[config.mk]
export PLATFORM = sky130hd
export DESIGN_NAME = mem_stage
export DESIGN_NICKNAME = d
export VERILOG_FILES = /design/src/rtl/mem_stage.sv
export SDC_FILE = /design/constraint.sdc
export NUM_CORES = 1
export LEC_CHECK = 0
export ABC_AREA = 1
export CORE_AREA = 3 3 150 152
export CTS_BUF_LIST = sky130_fd_sc_hd__clkbuf_4
export DETAILED_ROUTE_END_ITERATION = 8
export DIE_AREA = 0 0 153 155
export PLACE_DENSITY = 0.77
export SYNTH_ARGS = -nofsm -noshare
export SYNTH_HDL_FRONTEND = slang
export SYNTH_SLANG_ARGS = --single-unit
[constraint.sdc]
create_clock -name cpu_clk_50M -period 1.7 [get_ports cpu_clk_50M]
set_clock_uncertainty 0.15 [all_clocks]
set_input_delay 0.34 -clock cpu_clk_50M [delete_from_list [all_inputs] [get_ports cpu_clk_50M]]
set_output_delay 0.34 -clock cpu_clk_50M [all_outputs]
set_load 0.05 [all_outputs]
[src/rtl/mem_stage.sv]
`default_nettype none
// ============================================================================
// mem_stage : pipeline MEM stage - data-memory req/ack access with timeout
// Rev 1.0
// ============================================================================
module mem_stage #(
    parameter int TIMEOUT_CYC = 16
) (
    input  logic        cpu_clk_50M,
    input  logic        cpu_rst_n,
    input  logic        mem_i_valid,
    input  logic [3:0]  mem_i_memop,
    input  logic [31:0] mem_i_alures,
    input  logic [31:0] mem_i_rtdata,
    input  logic        mem_i_rfwe,
    input  logic [4:0]  mem_i_rfwa,
    input  logic        mem_i_hilowe,
    input  logic [63:0] mem_i_mulres,
    output logic        dm_req,
    output logic        dm_we,
    output logic [3:0]  dm_be,
    output logic [31:0] dm_addr,
    output logic [31:0] dm_wdata,
    input  logic        dm_ack,
    input  logic [31:0] dm_rdata,
    output logic        stall_req,
    output logic        mem_o_dm2rf,
    output logic        mem_o_hilowe,
    output logic        mem_o_rfwe,
    output logic [3:0]  mem_o_bytesel,
    output logic [4:0]  mem_o_rfwa,
    output logic [63:0] mem_o_mulres,
    output logic [31:0] mem_o_alures,
    output logic [31:0] mem_o_dmdout,
    output logic        mem_o_alignerr,
    output logic        mem_o_buserr
);

    localparam logic [3:0] c_OP_LB  = 4'd1;
    localparam logic [3:0] c_OP_LBU = 4'd2;
    localparam logic [3:0] c_OP_LH  = 4'd3;
    localparam logic [3:0] c_OP_LHU = 4'd4;
    localparam logic [3:0] c_OP_LW  = 4'd5;
    localparam logic [3:0] c_OP_SB  = 4'd6;
    localparam logic [3:0] c_OP_SH  = 4'd7;
    localparam logic [3:0] c_OP_SW  = 4'd8;
    localparam logic [4:0] c_CNT_LAST = 5'(TIMEOUT_CYC - 1);

    typedef enum logic [1:0] {
        S_IDLE = 2'd0,
        S_BUSY = 2'd1,
        S_DONE = 2'd2
    } state_t;

    state_t      r_state;
    logic [4:0]  r_cnt;
    logic [31:0] r_rdata;
    logic        r_req;
    logic        r_we;
    logic [3:0]  r_be;
    logic [31:0] r_addr;
    logic [31:0] r_wdata;
    logic        r_load;
    logic        r_sext;
    logic        r_size_b;
    logic        r_size_h;
    logic [1:0]  r_off;
    logic        r_rfwe;
    logic        r_hilowe;
    logic        r_buserr;

    logic        w_valid;
    logic        w_is_load;
    logic        w_is_store;
    logic        w_size_b;
    logic        w_size_h;
    logic        w_size_w;
    logic        w_sext;
    logic        w_is_mem;
    logic [1:0]  w_off;
    logic        w_misalign;
    logic        w_start;
    logic [3:0]  w_be;
    logic [31:0] w_wdata;
    logic [7:0]  w_lane_b;
    logic [15:0] w_lane_h;
    logic [31:0] w_ext;

    // Reset behaves as an empty slot so every enable and flag reads zero.
    assign w_valid    = mem_i_valid & cpu_rst_n;
    assign w_off      = mem_i_alures[1:0];
    assign w_is_mem   = w_valid & (w_is_load | w_is_store);
    assign w_misalign = (w_size_h & w_off[0]) | (w_size_w & (w_off != 2'b00));
    assign w_start    = (r_state == S_IDLE) & w_is_mem & ~w_misalign;

    always_comb begin
        w_is_load  = 1'b0;
        w_is_store = 1'b0;
        w_size_b   = 1'b0;
        w_size_h   = 1'b0;
        w_size_w   = 1'b0;
        w_sext     = 1'b0;
        case (mem_i_memop)
            c_OP_LB:  begin w_is_load  = 1'b1; w_size_b = 1'b1; w_sext = 1'b1; end
            c_OP_LBU: begin w_is_load  = 1'b1; w_size_b = 1'b1; end
            c_OP_LH:  begin w_is_load  = 1'b1; w_size_h = 1'b1; w_sext = 1'b1; end
            c_OP_LHU: begin w_is_load  = 1'b1; w_size_h = 1'b1; end
            c_OP_LW:  begin w_is_load  = 1'b1; w_size_w = 1'b1; end
            c_OP_SB:  begin w_is_store = 1'b1; w_size_b = 1'b1; end
            c_OP_SH:  begin w_is_store = 1'b1; w_size_h = 1'b1; end
            c_OP_SW:  begin w_is_store = 1'b1; w_size_w = 1'b1; end
            default:  ;
        endcase
    end

    // Store data is replicated across lanes so the memory only needs dm_be.
    always_comb begin
        w_be    = 4'b0000;
        w_wdata = mem_i_rtdata;
        if (w_size_b) begin
            w_be    = 4'b0001 << w_off;
            w_wdata = {4{mem_i_rtdata[7:0]}};
        end else if (w_size_h) begin
            w_be    = w_off[1] ? 4'b1100 : 4'b0011;
            w_wdata = {2{mem_i_rtdata[15:0]}};
        end else if (w_size_w) begin
            w_be    = 4'b1111;
        end
    end

    always_ff @(posedge cpu_clk_50M or negedge cpu_rst_n) begin
        if (!cpu_rst_n) begin
            r_state  <= S_IDLE;
            r_cnt    <= 5'd0;
            r_rdata  <= 32'd0;
            r_req    <= 1'b0;
            r_we     <= 1'b0;
            r_be     <= 4'b0000;
            r_addr   <= 32'd0;
            r_wdata  <= 32'd0;
            r_load   <= 1'b0;
            r_sext   <= 1'b0;
            r_size_b <= 1'b0;
            r_size_h <= 1'b0;
            r_off    <= 2'b00;
            r_rfwe   <= 1'b0;
            r_hilowe <= 1'b0;
            r_buserr <= 1'b0;
        end else begin
            case (r_state)
                S_IDLE: begin
                    if (w_start) begin
                        r_state  <= S_BUSY;
                        r_req    <= 1'b1;
                        r_cnt    <= 5'd0;
                        r_buserr <= 1'b0;
                        r_we     <= w_is_store;
                        r_be     <= w_be;
                        r_addr   <= {mem_i_alures[31:2], 2'b00};
                        r_wdata  <= w_wdata;
                        r_load   <= w_is_load;
                        r_sext   <= w_sext;
                        r_size_b <= w_size_b;
                        r_size_h <= w_size_h;
                        r_off    <= w_off;
                        r_rfwe   <= mem_i_rfwe;
                        r_hilowe <= mem_i_hilowe;
                    end
                end
                S_BUSY: begin
                    // A late ack in the final counted cycle still wins over the timeout.
                    if (dm_ack) begin
                        r_rdata <= dm_rdata;
                        r_req   <= 1'b0;
                        r_state <= S_DONE;
                    end else if (r_cnt == c_CNT_LAST) begin
                        r_buserr <= 1'b1;
                        r_req    <= 1'b0;
                        r_state  <= S_DONE;
                    end else begin
                        r_cnt <= r_cnt + 5'd1;
                    end
                end
                S_DONE:  r_state <= S_IDLE;
                default: r_state <= S_IDLE;
            endcase
        end
    end

    always_comb begin
        w_lane_b = r_rdata[7:0];
        case (r_off)
            2'd1:    w_lane_b = r_rdata[15:8];
            2'd2:    w_lane_b = r_rdata[23:16];
            2'd3:    w_lane_b = r_rdata[31:24];
            default: w_lane_b = r_rdata[7:0];
        endcase
        w_lane_h = r_off[1] ? r_rdata[31:16] : r_rdata[15:0];
        if (r_size_b) begin
            w_ext = {{24{r_sext & w_lane_b[7]}}, w_lane_b};
        end else if (r_size_h) begin
            w_ext = {{16{r_sext & w_lane_h[15]}}, w_lane_h};
        end else begin
            w_ext = r_rdata;
        end
    end

    assign dm_req   = r_req;
    assign dm_we    = r_req & r_we;
    assign dm_be    = r_be;
    assign dm_addr  = r_addr;
    assign dm_wdata = r_wdata;

    assign mem_o_alures = mem_i_alures;
    assign mem_o_rfwa   = mem_i_rfwa;
    assign mem_o_mulres = mem_i_mulres;

    always_comb begin
        stall_req      = 1'b0;
        mem_o_rfwe     = w_valid & mem_i_rfwe;
        mem_o_hilowe   = w_valid & mem_i_hilowe;
        mem_o_dm2rf    = 1'b0;
        mem_o_bytesel  = w_is_mem ? w_be : 4'b0000;
        mem_o_dmdout   = 32'd0;
        mem_o_alignerr = 1'b0;
        mem_o_buserr   = 1'b0;
        case (r_state)
            S_IDLE: begin
                if (w_is_mem) begin
                    if (w_misalign) begin
                        mem_o_alignerr = 1'b1;
                        mem_o_rfwe     = 1'b0;
                    end else begin
                        stall_req = 1'b1;
                    end
                end
            end
            S_BUSY: begin
                stall_req     = 1'b1;
                mem_o_bytesel = r_be;
            end
            S_DONE: begin
                mem_o_bytesel = r_be;
                mem_o_hilowe  = r_hilowe;
                mem_o_buserr  = r_buserr;
                mem_o_rfwe    = r_rfwe & r_load & ~r_buserr;
                mem_o_dm2rf   = r_load & ~r_buserr;
                mem_o_dmdout  = (r_load & ~r_buserr) ? w_ext : 32'd0;
            end
            default: ;
        endcase
        if (stall_req) begin
            mem_o_rfwe   = 1'b0;
            mem_o_hilowe = 1'b0;
            mem_o_dm2rf  = 1'b0;
        end
    end

endmodule
`default_nettype wire

# After elaboration in Yosys (flattened, before gate mapping)
# Cells that the tools add are included.
[word_totals] register_bits=116 in_bits=175 out_inout_bits=213 elab_cells=122
[op_classes] addsub=1 eq_ne=19 shifts=1 mux=51 bitwise_logic=18 reduce_logical=16
[ops] cell="$mux W32" n=6
[ops] cell="$mux W1" n=25
[ops] cell="$mux W4" n=6
[ops] cell="$pmux W8 S3" n=1
[ops] cell="$eq A4 B3 Y1 const B" n=4
[ops] cell="$mux W16" n=1
[ops] cell="$mux W5" n=3
[ops] cell="$and A1 B1 Y1" n=14
[ops] cell="$pmux W5 S2" n=1
[ops] cell="$reduce_or A3 Y1" n=3
[ops] cell="$eq A4 B2 Y1 const B" n=2
[ops] cell="$ne A2 B2 Y1 const B" n=4
[ops] cell="$pmux W1 S2" n=4
[ops] cell="$reduce_and A4 Y1" n=2
[ops] cell="$eq A2 B2 Y1 const B" n=3
[ops] cell="$mux W2" n=3
[ops] cell="$reduce_and A2 Y1" n=3
[ops] cell="$reduce_or A2 Y1" n=3
[ops] cell="$add A5 B1 Y5 const B" n=1
[ops] cell="$eq A5 B4 Y1 const B" n=1
[ops] cell="$reduce_or A5 Y1" n=1
[ops] cell="$eq A2 B1 Y1 const B" n=2
[ops] cell="$eq A4 B1 Y1 const B" n=1
[ops] cell="$eq A4 B4 Y1 const B" n=1
[ops] cell="8 further kinds" n=11

# Longest topological paths before layout
[logic_depth] word_depth=9 depth_mapped=12 ltp_nobuf=12

# Least setup slack after synthesis
# No wires, ideal clock.
[synth_path] path_kind="register to output" start="register r_size_b" end="output port mem_o_dmdout[5]" t_arrival_ns=2.170 required_time_ns=1.210 setup_slack_ns=-0.960 path_stages_with_launch=6 path_buffers=2 path_cell_list="dfrtp_1 > clkbuf_1 > inv_1 > clkbuf_1 > a31oi_1 > a211oi_1"
[synth_via] elab_chain_cells=3
[synth_rtl] item="start, declared" line_no="65" source="logic r_size_b;"
[synth_rtl] item="start signal, assigned" line_no="163" source="r_size_b <= w_size_b;"
[synth_rtl] item="$mux W32" line_no="199" source="if (r_size_b) begin"
[synth_rtl] item="$mux W32" line_no="248" source="mem_o_dmdout = (r_load & ~r_buserr) ? w_ext : 32'd0;"
[synth_rtl] item="$mux W32" line_no="227" source="case (r_state)"
[synth_rtl] item="end, declared" line_no="34" source="output logic [31:0] mem_o_dmdout,"
# Every way passes these cells.

# Final worst setup path
[layout_path] start="register r_off[1]" end="output port mem_o_dmdout[29]"
[layout_via] elab_chain_cells=6 word_cells_on_any_way=11 classes_between="eq/ne (3); mux (6); bitwise (2)"
[layout_rtl] item="start, declared" line_no="67" source="logic [1:0] r_off;"
[layout_rtl] item="start signal, assigned" line_no="165" source="r_off <= w_off;"
[layout_rtl] item="$eq A2 B2 Y1 (tied with other cells)" line_no="192" source="case (r_off)"
[layout_rtl] item="$pmux W8 S3 / $and A1 B1 Y1 (equally long branches)" line_no="192, 202"
[layout_rtl] item="$and A1 B1 Y1 / $mux W32 (equally long branches)" line_no="200, 201"
[layout_rtl] item="$mux W32 *" line_no="199"
[layout_rtl] item="$mux W32 *" line_no="248"
[layout_rtl] item="$mux W32 *" line_no="227"
# Every way passes the cells marked *; elsewhere a longest branch is shown, timed or not.

==> impl_metrics.env <==
export IMPL_slew_headroom=0.554
export IMPL_synth_distinct_cells=32
export IMPL_endpoint_kind="output pin"
export IMPL_startpoint="r_off[1]"
export IMPL_cellPowerDensity_nw_per_um2=1730
export IMPL_min_period_over_period=1.57
export IMPL_die_area_sq_um=23700
export IMPL_p_leak_nw=6.62
export IMPL_register_area_sq_um=2930
export IMPL_antenna_cells=0
export IMPL_cpPeakStageDelay_ns=0.50
export IMPL_synth_xor_area_frac=0.00129
export IMPL_drive_gt1_frac=0.573
export IMPL_synthMuxAreaShare=0.0233
export IMPL_firstDrtPassIters=5
export IMPL_wire_per_inst_um=21.5
export IMPL_crit_buf_inv=3
export IMPL_synth_compound_area_share=0.119
export IMPL_tightest_slew_ns=0.669
export IMPL_outcome="finished, violations left"
export IMPL_cts_root_buf="clkbuf_4"
export IMPL_hold_depth=4
export IMPL_setup_ws_ns=-0.972
export IMPL_crit_top_cell="buf_12"
export IMPL_cts_tree="done"
export IMPL_cp_endpoint="mem_o_dmdout[29]"
export IMPL_multi_input_area_sq_um=4300
export IMPL_r2r_setup_slack_ns=-0.26
export IMPL_slowest_stage="dfrtp_2"
export IMPL_synth_top_family_by_area="simple AND/OR/NAND/NOR gates"
export IMPL_overflow=0
export IMPL_nets=1367
export IMPL_core_rowCount=53
export IMPL_syn2layout_area_growth_pct=109
export IMPL_io_pins=388
export IMPL_yosys_top_cells_area="dfrtp_1, nand2_1, buf_4"
export IMPL_gp_congestion=0.848
export IMPL_core_area_sq_um=21200
export IMPL_pre_cts_slack_ns=-1.03
export IMPL_path_class="register to output pin"
export IMPL_synthAdderAreaFrac=0.00923
export IMPL_grt_use_met2=0.398
export IMPL_num_vias=7611
export IMPL_synth_area_sq_um=6780
export IMPL_hold_violations=0
export IMPL_synth_top_cell_area_share=0.428
export IMPL_dp_hpwl_um=18100
export IMPL_max_cap_violations=0
export IMPL_die_h_um=155
export IMPL_drt_iter0_drc=470
export IMPL_clk_pin_slew_ns=0.12
export IMPL_fin_crit_ns=2.67
export IMPL_cts_sinks=116
export IMPL_violations="negative setup slack"
export IMPL_htree_levels=4
export IMPL_antenna_found_initial=0
export IMPL_r2r_end="dm_wdata[4]"
export IMPL_synth_simple_area_share=0.236
export IMPL_crit_required_ns=1.21
export IMPL_holdCritPathClass="input pin to register"
export IMPL_grt_busiest_layer="met2"
export IMPL_setup_viol=160
export IMPL_critical_path_top_delay_family="flip-flops"
export IMPL_worstReg2RegStart="r_state[1]"
export IMPL_ant_nets=0
export IMPL_ir_drop_mv=1.38
export IMPL_avgSynthCellArea_sq_um=7.58
export IMPL_grt_pass1_wl_um=42700
export IMPL_ys_seq_area_frac=0.428
export IMPL_cts_made_buffers=17
export IMPL_grt_usage=0.229
export IMPL_clock_fmax_mhz=374
export IMPL_grtUsageMet3=0.0782
export IMPL_cp_depth=9
export IMPL_syn_inst=894
export IMPL_fill_cells=1380
export IMPL_ys_ff_latch=116
export IMPL_setup_tns_ns=-54.65
export IMPL_grt_use_met1=0.259
export IMPL_path_cells="clkinv_4 > nand2_4 > o221ai_2 > nand2_1 > nand2_2 > nand3_4 > buf_12 > nor2_4 > buf_12"
export IMPL_drcViolationCount=0
export IMPL_startpoint_type="register"
export IMPL_grt_max_degree=69
export IMPL_arrival_ns=2.18
export IMPL_dieWidth_um=153
export IMPL_yosys_warnings=0
export IMPL_rsz0062_at_grt="yes"
export IMPL_p_total_w=0.0246
export IMPL_wl_um=31700
export IMPL_drv_slew=0
export IMPL_ctsLongestPathBuffers=2
export IMPL_numPortBuffers=247
export IMPL_synth_area_leader_cell="dfrtp_1"
export IMPL_r2r_worst_path_cells=12
export IMPL_critPathMaxFanout=24
export IMPL_initial_core_util=0.321
export IMPL_vias_per_cell=5.16
export IMPL_grt_pass1_vias=7683
export IMPL_clkLatencyLatePin_ns=0.54
[per-layer routing]
layer  routed length, um  part of all wire
met1               11100              0.35
met5                   0                 0
met4                1550             0.049
met3                2940             0.093
met2               16100              0.51
[power by group]
group | internal, W | total [W] | switching (W)
Sequential | 0.00405 | 0.00551 | 0.00146
Combinational | 0.00777 | 0.0166 | 0.00886
Clock | 0.00120 | 0.00242 | 0.00122
Total | 0.0130 | 0.0246 | 0.0115
[layout make-up]
| cell class | instances | share of cell area |
|---|---|---|
| clock buffers | 19 | 0.0101 |
| well taps | 275 | 0.0243 |
| flip-flops and latches | 116 | 0.207 |
| clock inverters | 13 | 0.0129 |
| repair buffers | 414 | 0.420 |
| inverters | 67 | 0.0214 |
| multi-input cells | 570 | 0.304 |
| repair inverters | 1 | 0.00141 |
[state kept, by name (all words and copies together) (netlist names)]
register	flops
dm_addr	30
dm_be	4
dm_req	1
dm_wdata	32
r_buserr	1
r_cnt	5
r_hilowe	1
r_load	1
r_off	2
r_rdata	32
r_rfwe	1
r_sext	1
r_size_b	1
r_size_h	1
r_state	2
r_we	1
[synthesized netlist by cell type]
cell / instances
o21ai_1: 4
o21a_1: 2
o211ai_1: 1
conb_1: 1
mux2_2: 14
nand2_2: 6
inv_1: 60
clkinv_1: 1
dfrtp_1: 116
nand3_1: 12
buf_2: 16
xor2_1: 1
o221ai_1: 1
nand3_2: 3
nand4_1: 6
nand2_1: 303
clkbuf_1: 14
o21ai_0: 45
nor2_1: 68
nor2_4: 2
a21oi_1: 60
inv_4: 1
o21ai_2: 1
a31oi_1: 10
buf_6: 4
o22ai_1: 7
inv_2: 5
buf_4: 108
ha_1: 5
a211oi_1: 15
nand2_4: 1
nor2_2: 1
[worst reg2reg max path, delay by kind of cell, from the launching register on]
family                   cells  cell delay, ns
flip-flops                   1            0.47
AND/OR/NAND/NOR              4            0.34
buffers and inverters        7            0.77
adder cells (fa/ha/maj)      1            0.18
[repair_timing]
item                                    in CTS  in global routing
pin swaps                                   56                 69
buffers inserted                            43                 24
cloned                                      20                  3
endpoints found under the setup margin     159                207
hold endpoints to repair                    48                  0
gates resized for setup                    193                266
hold buffers                                 1                  0
[metrics by stage]
step	hold WS [ns]	cells	utilization	cell area, sq um
detailed placement	0.317	1365	0.539	11400
global placement	0.308	1365	0.539	11400
CTS	0.116	1458	0.625	13200
finish	0.0636	1475	0.670	14200
floorplan	-0.106	895	-	7400
global route	0.00544	1475	0.670	14200
[kinds of logic after synthesis]
kind of cell | count (synthesis)
xor gates and xnor gates | 1
AOI/OAI and AO/OA | 146
and+or+nand+nor | 402
other | 1
DFF | 116
muxes | 14
buffers and inverters | 209
adders and majority gates | 5
[placed cells by master (no fill, tap or decap), types with 9 or more instances in the layout]
cell             synthesis  routed
buf_12                   0     171
dfrtp_1                116      96
a21oi_1                 60      48
inv_2                    5      10
buf_6                    4      22
o21ai_0                 45      31
clkbuf_4                 0      20
nor2_4                   2      45
dfrtp_2                  0      20
nand2_4                  1      67
nand2_1                303     132
buf_4                  108      97
nand2_2                  6     105
a21oi_2                  0       9
clkdlybuf4s50_1          0      99
nor2_1                  68      14
mux2_4                   0      14
buf_16                   0      14
nor2_2                   1      12
inv_1                   60      48
[worst min path at each step]
stage                     slack [ns]     endpoint            from
after global routing           0.005       r_sext  mem_i_memop[0]
final                           0.06       r_sext  mem_i_memop[0]
after floorplan                -0.11  dm_addr[10]       cpu_rst_n
after CTS                       0.12       r_sext  mem_i_memop[3]
after global placement          0.31     r_cnt[4]        r_cnt[4]
after detailed placement        0.32     r_hilowe        r_hilowe
(Power assumes the default switching activity.)
